File: config.mk
export PLATFORM = sky130hd
export DESIGN_NAME = sort4_ctrl
export DESIGN_NICKNAME = d
export VERILOG_FILES = /design/src/rtl/sort4_ctrl.sv
export SDC_FILE = /design/constraint.sdc
export NUM_CORES = 1
export LEC_CHECK = 0
export ABC_CLOCK_PERIOD_IN_PS = 4400
export CAP_MARGIN = 5
export CELL_PAD_IN_SITES_DETAIL_PLACEMENT = 0
export CELL_PAD_IN_SITES_GLOBAL_PLACEMENT = 1
export CORE_ASPECT_RATIO = 1.75
export CORE_MARGIN = 2
export CORE_UTILIZATION = 45
export CTS_CLUSTER_SIZE = 10
export DETAILED_ROUTE_END_ITERATION = 16
export PLACE_DENSITY_LB_ADDON = 0.2
export REMOVE_ABC_BUFFERS = 1
export SLEW_MARGIN = 30
export SYNTH_ARGS = -nofsm -noshare
export SYNTH_HDL_FRONTEND = slang
export SYNTH_SLANG_ARGS = --single-unit
File: constraint.sdc
create_clock -name clk -period 4.4 [get_ports clk]
set_clock_uncertainty 0.05 [all_clocks]
set_input_delay 0.44 -clock clk [delete_from_list [all_inputs] [get_ports clk]]
set_output_delay 0.44 -clock clk [all_outputs]
set_load 0.01 [all_outputs]
File: src/rtl/sort4_ctrl.sv
// sort4_ctrl: loads four 4-bit words, bubble-sorts them in place with a fixed
// six-compare schedule through a single magnitude comparator, then drains them
// in sorted order over a valid/ready stream.
// Optional build macro: SORT4_DESCENDING_EN (descending order when defined).

module comp (
  input  logic [3:0] a,
  input  logic [3:0] b,
  output logic [2:0] y
);
  // y[2]: a>b, y[1]: a==b, y[0]: a<b
  assign y = {a > b, a == b, a < b};
endmodule

module sort4_ctrl (
  input  logic       clk,
  input  logic       rst,
  input  logic       in_valid,
  output logic       in_ready,
  input  logic [3:0] in_data,
  output logic       out_valid,
  input  logic       out_ready,
  output logic [3:0] out_data,
  output logic       busy,
  output logic [2:0] swap_cnt
);

  typedef enum logic [1:0] {
    LOAD  = 2'd0,
    SORT  = 2'd1,
    DRAIN = 2'd2
  } state_t;

  state_t     state, state_nxt;
  logic [3:0] mem [4];
  logic [1:0] ld_idx;
  logic [1:0] rd_idx;
  logic [1:0] pass;
  logic [1:0] j;
  logic [1:0] jp1;
  logic [2:0] cmp_y;
  logic       do_swap;
  logic       last_in_pass;
  logic       last_cmp;

  assign jp1          = j + 2'd1;
  assign last_in_pass = (j == (2'd2 - pass));
  assign last_cmp     = (pass == 2'd2);

  // The only ordering decision in the block: mem[j] versus mem[j+1]
  comp u_comp (
    .a (mem[j]),
    .b (mem[jp1]),
    .y (cmp_y)
  );

  // Full-code match keeps equal elements unswapped and uses every comparator bit
`ifdef SORT4_DESCENDING_EN
  assign do_swap = (cmp_y == 3'b001);
`else
  assign do_swap = (cmp_y == 3'b100);
`endif

  // Outputs decode straight from registered state/data, no input-to-output paths
  assign in_ready  = (state == LOAD);
  assign out_valid = (state == DRAIN);
  assign busy      = (state != LOAD);
  assign out_data  = (state == DRAIN) ? mem[rd_idx] : 4'd0;

  // State register
  always_ff @(posedge clk) begin
    if (rst) state <= LOAD;
    else     state <= state_nxt;
  end

  // Next-state logic
  always_comb begin
    state_nxt = state;
    case (state)
      LOAD:    if (in_valid && ld_idx == 2'd3) state_nxt = SORT;
      SORT:    if (last_cmp) state_nxt = DRAIN;
      DRAIN:   if (out_ready && rd_idx == 2'd3) state_nxt = LOAD;
      default: state_nxt = LOAD;
    endcase
  end

  // Datapath: load, compare-and-swap schedule, drain pointer
  always_ff @(posedge clk) begin
    if (rst) begin
      ld_idx   <= 2'd0;
      rd_idx   <= 2'd0;
      pass     <= 2'd0;
      j        <= 2'd0;
      swap_cnt <= 3'd0;
      for (int i = 0; i < 4; i++) mem[i] <= 4'd0;
    end else begin
      case (state)
        LOAD: begin
          if (in_valid) begin
            mem[ld_idx] <= in_data;
            ld_idx      <= ld_idx + 2'd1;
            if (ld_idx == 2'd0) swap_cnt <= 3'd0;
          end
        end
        SORT: begin
          if (do_swap) begin
            mem[j]   <= mem[jp1];
            mem[jp1] <= mem[j];
            swap_cnt <= swap_cnt + 3'd1;
          end
          if (last_cmp) begin
            pass <= 2'd0;
            j    <= 2'd0;
          end else if (last_in_pass) begin
            pass <= pass + 2'd1;
            j    <= 2'd0;
          end else begin
            j <= jp1;
          end
        end
        DRAIN: begin
          if (out_ready) rd_idx <= rd_idx + 2'd1;
        end
        default: ;
      endcase
    end
  end

endmodule

==> flow_summary.ini, run 1 <==
[clock_tree]
clock_sinks = 33
cts_root_buf = clkbuf_8
cts_max_level = 2
cts_tree = yes
cts_setup_buffers = 0
cts.path.max_buffers = 2
postCtsResizedCells = 0
path_clk_slew_ps = 70
hold_buffers = 0
numCtsBuffers = 5
worstSkewPairLatency_ps = 280

[route]
wl_per_cell_um = 19.8
vias = 1708
antenna_left = 0
drc = 0
viasPerCell = 6.23
drt_iter0_drc = 82
drt_first_pass_iters = 4
routed_wl_um = 5420

[sta]
hold_slack_ps = 464
drv_slew = 0
tightest_slew_ps = 819
slew_headroom_pct = 45.2
period_minus_slack_ps = 3820
setup_viol = 0
hold_viol = 0
max_freq_mhz = 262
rsz0062_at_grt = false
fin_tns_setup_ps = 0
finalCritPeriodShare_pct = 86.9

[final_layout]
diodes = 0
final_layout_size_suffix_gt1_share_pct = 17.6
fin_nets = 244
finalCoreUtilization_pct = 53.8
area_growth_pct = 14.6
final.fill_count = 417

[worst_setup_path]
cp-start-kind = flop
cp_cell_sequence = inv_1 -> ha_1 -> mux4_2 -> inv_1 -> ha_1 -> nor2b_1 -> o211ai_2 -> a211oi_2 -> a21oi_1 -> o21ai_1
slowest_stage = mux4_2
cp_slowest_stage_delay_ps = 600
path_delay_family = compound AO/OA/AOI/OAI gates
critical_path_buf_inv_count = 2
arrival_ps = 3710
end_kind = flop
path_class = flop to flop
critPathMaxFanout = 9
cp_data_required_time_ps = 4290

[logic_synthesis]
yosys.cell_count.top_type = nand2_1
synth_ff_type = dfxtp_1
synth-xor-area-share_pct = 2.00
synth_area_leaders = edfxtp_1 (22%), dfxtp_1 (16%), mux4_2 (12%)
synth-adder-area-share_pct = 8.57
synth_largest_area_cell = edfxtp_1
synth.top_cells.by_count = nand2_1 (18), dfxtp_1 (17), edfxtp_1 (16)
syn_inst = 200
ys_ff_latch = 33
synth_simple_gate_area_share_pct = 13.5
synth-edff-count = 16
syn_area_um2 = 2190
synth_warnings = 0
avgSynthCellArea_um2 = 10.9
synth_cell_types = 49
synth_top_family_by_area = compound AO/OA/AOI/OAI gates
async_flop_share_pct = 0
synth_compound_area_share_pct = 20.1
synth_mux_area_share_pct = 14.9
synth_top_area_share_pct = 21.9
ys_seq_area_share_pct = 37.5

[placed_design]
dpl.hpwl_um = 4250
gp_congestion = 0.911
port_buffers = 17

[global_route]
antenna_found_initial = 0
track_usage_pct = 21.5
overflow = 0
grt_start_max_net_pins = 22
grt_pass1_vias = 1752
grt_pass1_wl_um = 8740

[floorplan]
chipHeight_um = 96.3
dieArea_um2 = 5460
core_um2 = 4670
initial_utilization_pct = 46.9
ios = 18
die_w_um = 56.7
rows = 33

[power_and_ir_drop]
leakage_nw = 0.880
power_density_nw_per_um2 = 263
ir_drop_mv = 0.188

[worst_hold_path]
hp-class = flop to flop

[run_status]
status = completed

[job]
drv_cap = 0
[metal layers]
| metal | GRT usage [%] | up-vias | wire length, µm |
|---|---|---|---|
| li1 | - | 800 | - |
| met2 | 38.8 | 68 | 2950 |
| met4 | 16.3 | 0 | 323 |
| met5 | 0 | - | 0 |
| met3 | 3.09 | 23 | 250 |
| met1 | 22.2 | 817 | 1900 |
[report_power, final]
| group | internal [W] | total [W] | switching [W] |
|---|---|---|---|
| sequential | 0.000335 | 0.000347 | 0.0000117 |
| clock | 0.000109 | 0.000221 | 0.000112 |
| combinational | 0.0000380 | 0.0000916 | 0.0000537 |
| total | 0.000482 | 0.000660 | 0.000178 |
[logic make-up (layout without fill, tap and decap cells)]
| family | count (synthesis) | after routing |
|---|---|---|
| muxes | 17 | 17 |
| buffers and inverters | 19 | 41 |
| AOI/OAI and AO/OA | 54 | 54 |
| adders and majority gates | 15 | 15 |
| and+or+nand+nor | 57 | 57 |
| DFF | 33 | 33 |
| xor gates and xnor gates | 5 | 5 |
[layout make-up]
class	instances	area, µm²	area share [%]
clock buffer	5	68.8	2.74
inverter	12	45.0	1.79
tap	52	65.1	2.59
clock inverter	3	17.5	0.698
sequential	33	821	32.7
timing repair buffer	21	200	7.98
multi-input combinational	148	1290	51.5
[placed cells by master, fill, tap and decap left out, types with 3 or more instances in the layout]
master / count
a21oi_1: 13
and2_1: 7
a211oi_1: 3
inv_1: 12
o21ai_0: 3
edfxtp_1: 16
a22o_1: 3
o21ai_1: 4
clkbuf_8: 5
o31ai_1: 4
ha_1: 15
a22oi_1: 4
dfxtp_1: 17
nand2_1: 18
buf_4: 4
nor2_1: 12
mux4_2: 12
clkdlybuf4s50_1: 17
xnor2_1: 3
nand3_1: 5
o2bb2ai_1: 3
[worst reg2reg max path: stages (launching register included)]
cell and delay, ps:
dfxtp_1 500, inv_1 110, ha_1 460, mux4_2 600, inv_1 80, ha_1 130, nor2b_1 160, o211ai_2 210
a211oi_2 550, a21oi_1 240, o21ai_1 380
[final timing paths]
kind	start	endpoint	slack, ps	cells after the start
worst min register to register	pass[1]	pass[1]	460	2
worst max register to register	j[1]	mem[2][3]	580	10
worst max-delay path	j[1]	mem[2][3]	580	10
worst min-delay path	pass[1]	pass[1]	460	2
[through the flow]
| stage | power (W) | setup WS (ps) | instance area (µm²) | instances |
|---|---|---|---|---|
| after floorplan | 0.000409 | 748 | 2160 | 193 |
| after global placement | 0.000442 | 748 | 2420 | 266 |
| after detailed placement | 0.000444 | 575 | 2420 | 266 |
| after CTS | 0.000665 | 577 | 2510 | 274 |
| after global routing | 0.000690 | 307 | 2510 | 274 |
| final | 0.000660 | 578 | 2510 | 274 |
No activity file was read; power rests on OpenSTA's default activity.
==> run 2: changes to the inputs <==
REMOVE_ABC_BUFFERS = default   (was 1)
==> flow_summary.ini, run 2 (synthesized netlist as in run 1, its figures left out) <==
[worst_setup_path]
cp-start-kind = flop
arrival_ps = 3660
ff2ff_setup_slack_ps = 620
end_kind = flop
critPathMaxFanout = 6
path_class = flop to flop
cp_data_required_time_ps = 4280

[clock_tree]
hold_buffers = 0
cts_tree = yes
cts.path.max_buffers = 2
cts_root_buf = clkbuf_8
clock_sinks = 33
path_clk_slew_ps = 70
cts_setup_buffers = 0
postCtsResizedCells = 0
numCtsBuffers = 5
cts_max_level = 2
worstSkewPairLatency_ps = 290

[placed_design]
dpl.hpwl_um = 4300
dp_cells = 265
port_buffers = 17
gp_congestion = 0.931

[run_status]
status = completed

[sta]
rsz0062_at_grt = false
setup_viol = 0
slew_headroom_pct = 41.2
period_minus_slack_ps = 3780
hold_viol = 0
drv_slew = 0
tightest_slew_ps = 879
fin_tns_setup_ps = 0
max_freq_mhz = 265
finalCritPeriodShare_pct = 85.8
hold_slack_ps = 451

[floorplan]
rows = 33
chipHeight_um = 96.3
ios = 18
die_w_um = 56.7
initial_utilization_pct = 46.9
core_um2 = 4670
dieArea_um2 = 5460

[power_and_ir_drop]
power_density_nw_per_um2 = 266
power_w = 0.000665
ir_drop_mv = 0.243
leakage_nw = 0.876

[logic_synthesis]
syn_nets = 223

[final_layout]
finalCoreUtilization_pct = 53.6
fin_nets = 243
final.fill_count = 433
seqCellArea_um2 = 821
final_common_cell = nand2_1
final_layout_size_suffix_gt1_share_pct = 16.7
final_cells = 273
diodes = 0
layout_common_cells = nand2_1 (18), dfxtp_1 (17), clkdlybuf4s50_1 (17)
multi_input_area_um2 = 1290
area_growth_pct = 14.1

[global_route]
track_usage_pct = 22.0
antenna_found_initial = 0
overflow = 0
grt_pass1_wl_um = 8960
grt_pass1_vias = 1811
grt_start_max_net_pins = 25

[route]
drt_first_pass_iters = 4
viasPerCell = 6.23
drt_iter0_drc = 80
vias = 1700
routed_wl_um = 5470
drc = 0
antenna_left = 0
wl_per_cell_um = 20.0

[worst_hold_path]
hp-class = flop to flop

[job]
drv_cap = 0
run 2: area by class of cell:
type,count,share of cell area [%]
multi-input cells,148,51.7
clock inverters,2,0.401
repair buffers,20,7.71
well taps,52,2.60
inverters,12,1.80
clock buffers,6,2.90
flip-flops and latches,33,32.8
run 2: routing by layer:
metal / vias up / GRT usage (%) / part of all wire, %
met3: 15 / 3.90 / 4.2
met1: 817 / 21.8 / 36
met5: - / 0 / 0
met2: 72 / 42.2 / 57
met4: 0 / 12.2 / 3.5
li1: 796 / - / -
run 2: metrics by stage:
step           area, µm²  setup slack [ps]
3_3_place_gp        2420               726
5_1_grt             2500               355
6_report            2500               624
3_5_place_dp        2420               639
2_1_floorplan       2190               764
4_1_cts             2500               611
run 2: worst paths after layout:
kind                            cells past startpoint        end       from
worst max-delay path                               10  mem[2][1]       j[1]
worst min-delay path                                2       flop  rd_idx[1]
worst max register to register                     10  mem[2][1]       j[1]
worst min register to register                      2       flop  rd_idx[1]
run 2: power breakdown:
part	internal (W)	total (W)	switching (W)
Clock	0.000110	0.000227	0.000117
Sequential	0.000335	0.000347	0.0000120
Combinational	0.0000374	0.0000906	0.0000532
run 2: critical path, cell delays in order (launching register included):
cell and delay [ps]:
dfxtp_1 500, inv_1 110, ha_1 450, mux4_2 590, inv_1 80, ha_1 230
nor2b_1 140, o211ai_2 380, a2111oi_4 180, or2_1 280, o21ai_1 420
==> run 3: changes to the inputs <==
DONT_BUFFER_PORTS = 1   (was default)
==> flow_summary.ini, run 3 (synthesized netlist as in run 1, its figures left out) <==
[worst_setup_path]
ff2ff_setup_slack_ps = 320
arrival_ps = 3960
end_kind = flop
r2r_start = j[0]
cp-start-kind = flop
cp_data_required_time_ps = 4280
critPathMaxFanout = 12
r2r-end = mem[3][2]
path_class = flop to flop
ff2ff_path_depth = 10

[sta]
drv_slew = 0
setup_viol = 0
fin_tns_setup_ps = 0
setup_ws_ps = 320
hold_viol = 0
rsz0062_at_grt = false
max_freq_mhz = 245
slew_headroom_pct = 44.3
finalCritPeriodShare_pct = 92.7
tightest_slew_ps = 833
hold_slack_ps = 164
period_minus_slack_ps = 4080

[final_layout]
layout_common_cells = nand2_1 (18), dfxtp_1 (17), edfxtp_1 (16)
diodes = 0
area_growth_pct = 5.83
final.fill_count = 424
final_layout_size_suffix_gt1_share_pct = 17.8
final_common_cell = nand2_1
seqCellArea_um2 = 821
fin_nets = 224
multi_input_area_um2 = 1290

[clock_tree]
worstSkewPairLatency_ps = 290
numCtsBuffers = 5
cts_root_buf = clkbuf_8
cts_setup_buffers = 0
hold_buffers = 0
cts_max_level = 2
clock_sinks = 33
postCtsResizedCells = 0
cts_tree = yes
path_clk_slew_ps = 70
cts.path.max_buffers = 2

[run_status]
status = completed

[global_route]
grt_pass1_wl_um = 8740
grt_pass1_vias = 1696
overflow = 0
grt_start_max_net_pins = 26
antenna_found_initial = 0
track_usage_pct = 21.6

[power_and_ir_drop]
combPwrFrac_pct = 11.8
leakage_nw = 0.802
switching_share_pct = 27.6
p_sw_w = 0.000181
ir_drop_mv = 0.179
p_seq_share_pct = 53.1
power_density_nw_per_um2 = 283
intPower_w = 0.000475
pwr-share-clk_pct = 35.1

[worst_hold_path]
hp-class = input pin to flop
worstHoldStart = rst
hold_end = swap_cnt[1]
min_path_cells = 1

[route]
drc = 0
antenna_left = 0
vias = 1620
viasPerCell = 6.38
drt_iter0_drc = 101
wl_per_cell_um = 21.1
drt_first_pass_iters = 4
routed_wl_um = 5350

[job]
drv_cap = 0

[floorplan]
ios = 18
die_w_um = 56.7
dieArea_um2 = 5460
chipHeight_um = 96.3
rows = 33
core_um2 = 4670
initial_utilization_pct = 46.9

[logic_synthesis]
syn_nets = 223

[placed_design]
pre_cts_ws_ps = 357
dpl.hpwl_um = 4200
port_buffers = 0
gp_congestion = 0.921
-- run 3: power groups by stage --
stage          clock (W)  combinational [W]  sequential, W
6_report        0.000230          0.0000777       0.000348
5_1_grt         0.000245          0.0000847       0.000349
4_1_cts         0.000232          0.0000773       0.000348
3_5_place_dp           0          0.0000769       0.000355
3_3_place_gp           0          0.0000759       0.000355
2_1_floorplan          0          0.0000641       0.000348
-- run 3: worst max-delay path, cell delays in order, from the launching register on --
cell and delay (ps):
dfxtp_1 620, inv_1 190, ha_1 490, mux4_2 600, inv_1 80, ha_1 230, nor2b_1 140, o211ai_2 390
a2111oi_4 190, or2_1 290, o21bai_1 460
-- run 3: how the worst max path moves through the flow --
stage	start	end	slack (ps)	cells after the start
6_report	j[0]	mem[3][2]	320	10
2_1_floorplan	j[0]	mem[3][1]	760	12
3_3_place_gp	j[0]	mem[2][1]	470	10
3_5_place_dp	j[0]	mem[3][1]	360	10
5_1_grt	j[0]	mem[2][1]	0.7	10
4_1_cts	j[0]	mem[3][0]	340	10
-- run 3: final cells by class --
type | count | share of cell area [%]
timing repair buffer | 1 | 0.324
multi-input combinational | 148 | 55.8
clock buffer | 5 | 2.97
sequential | 33 | 35.4
inverter | 12 | 1.94
tap | 52 | 2.81
clock inverter | 3 | 0.756
-- run 3: stage by stage --
stage | area (µm²) | utilization, % | std cells | total power [W]
2_1_floorplan | 2190 | - | 200 | 0.000412
3_3_place_gp | 2230 | 47.8 | 246 | 0.000430
3_5_place_dp | 2230 | 47.8 | 246 | 0.000432
4_1_cts | 2320 | 49.7 | 254 | 0.000658
5_1_grt | 2320 | 49.7 | 254 | 0.000679
6_report | 2320 | 49.7 | 254 | 0.000656
-- run 3: metal layers --
metal	global-route usage [%]	vias to the layer above	wire length [µm]
met3	4.57	14	220
met5	0	-	0
met2	40.2	62	3010
li1	-	759	-
met1	21.9	785	1920
met4	12.4	0	204
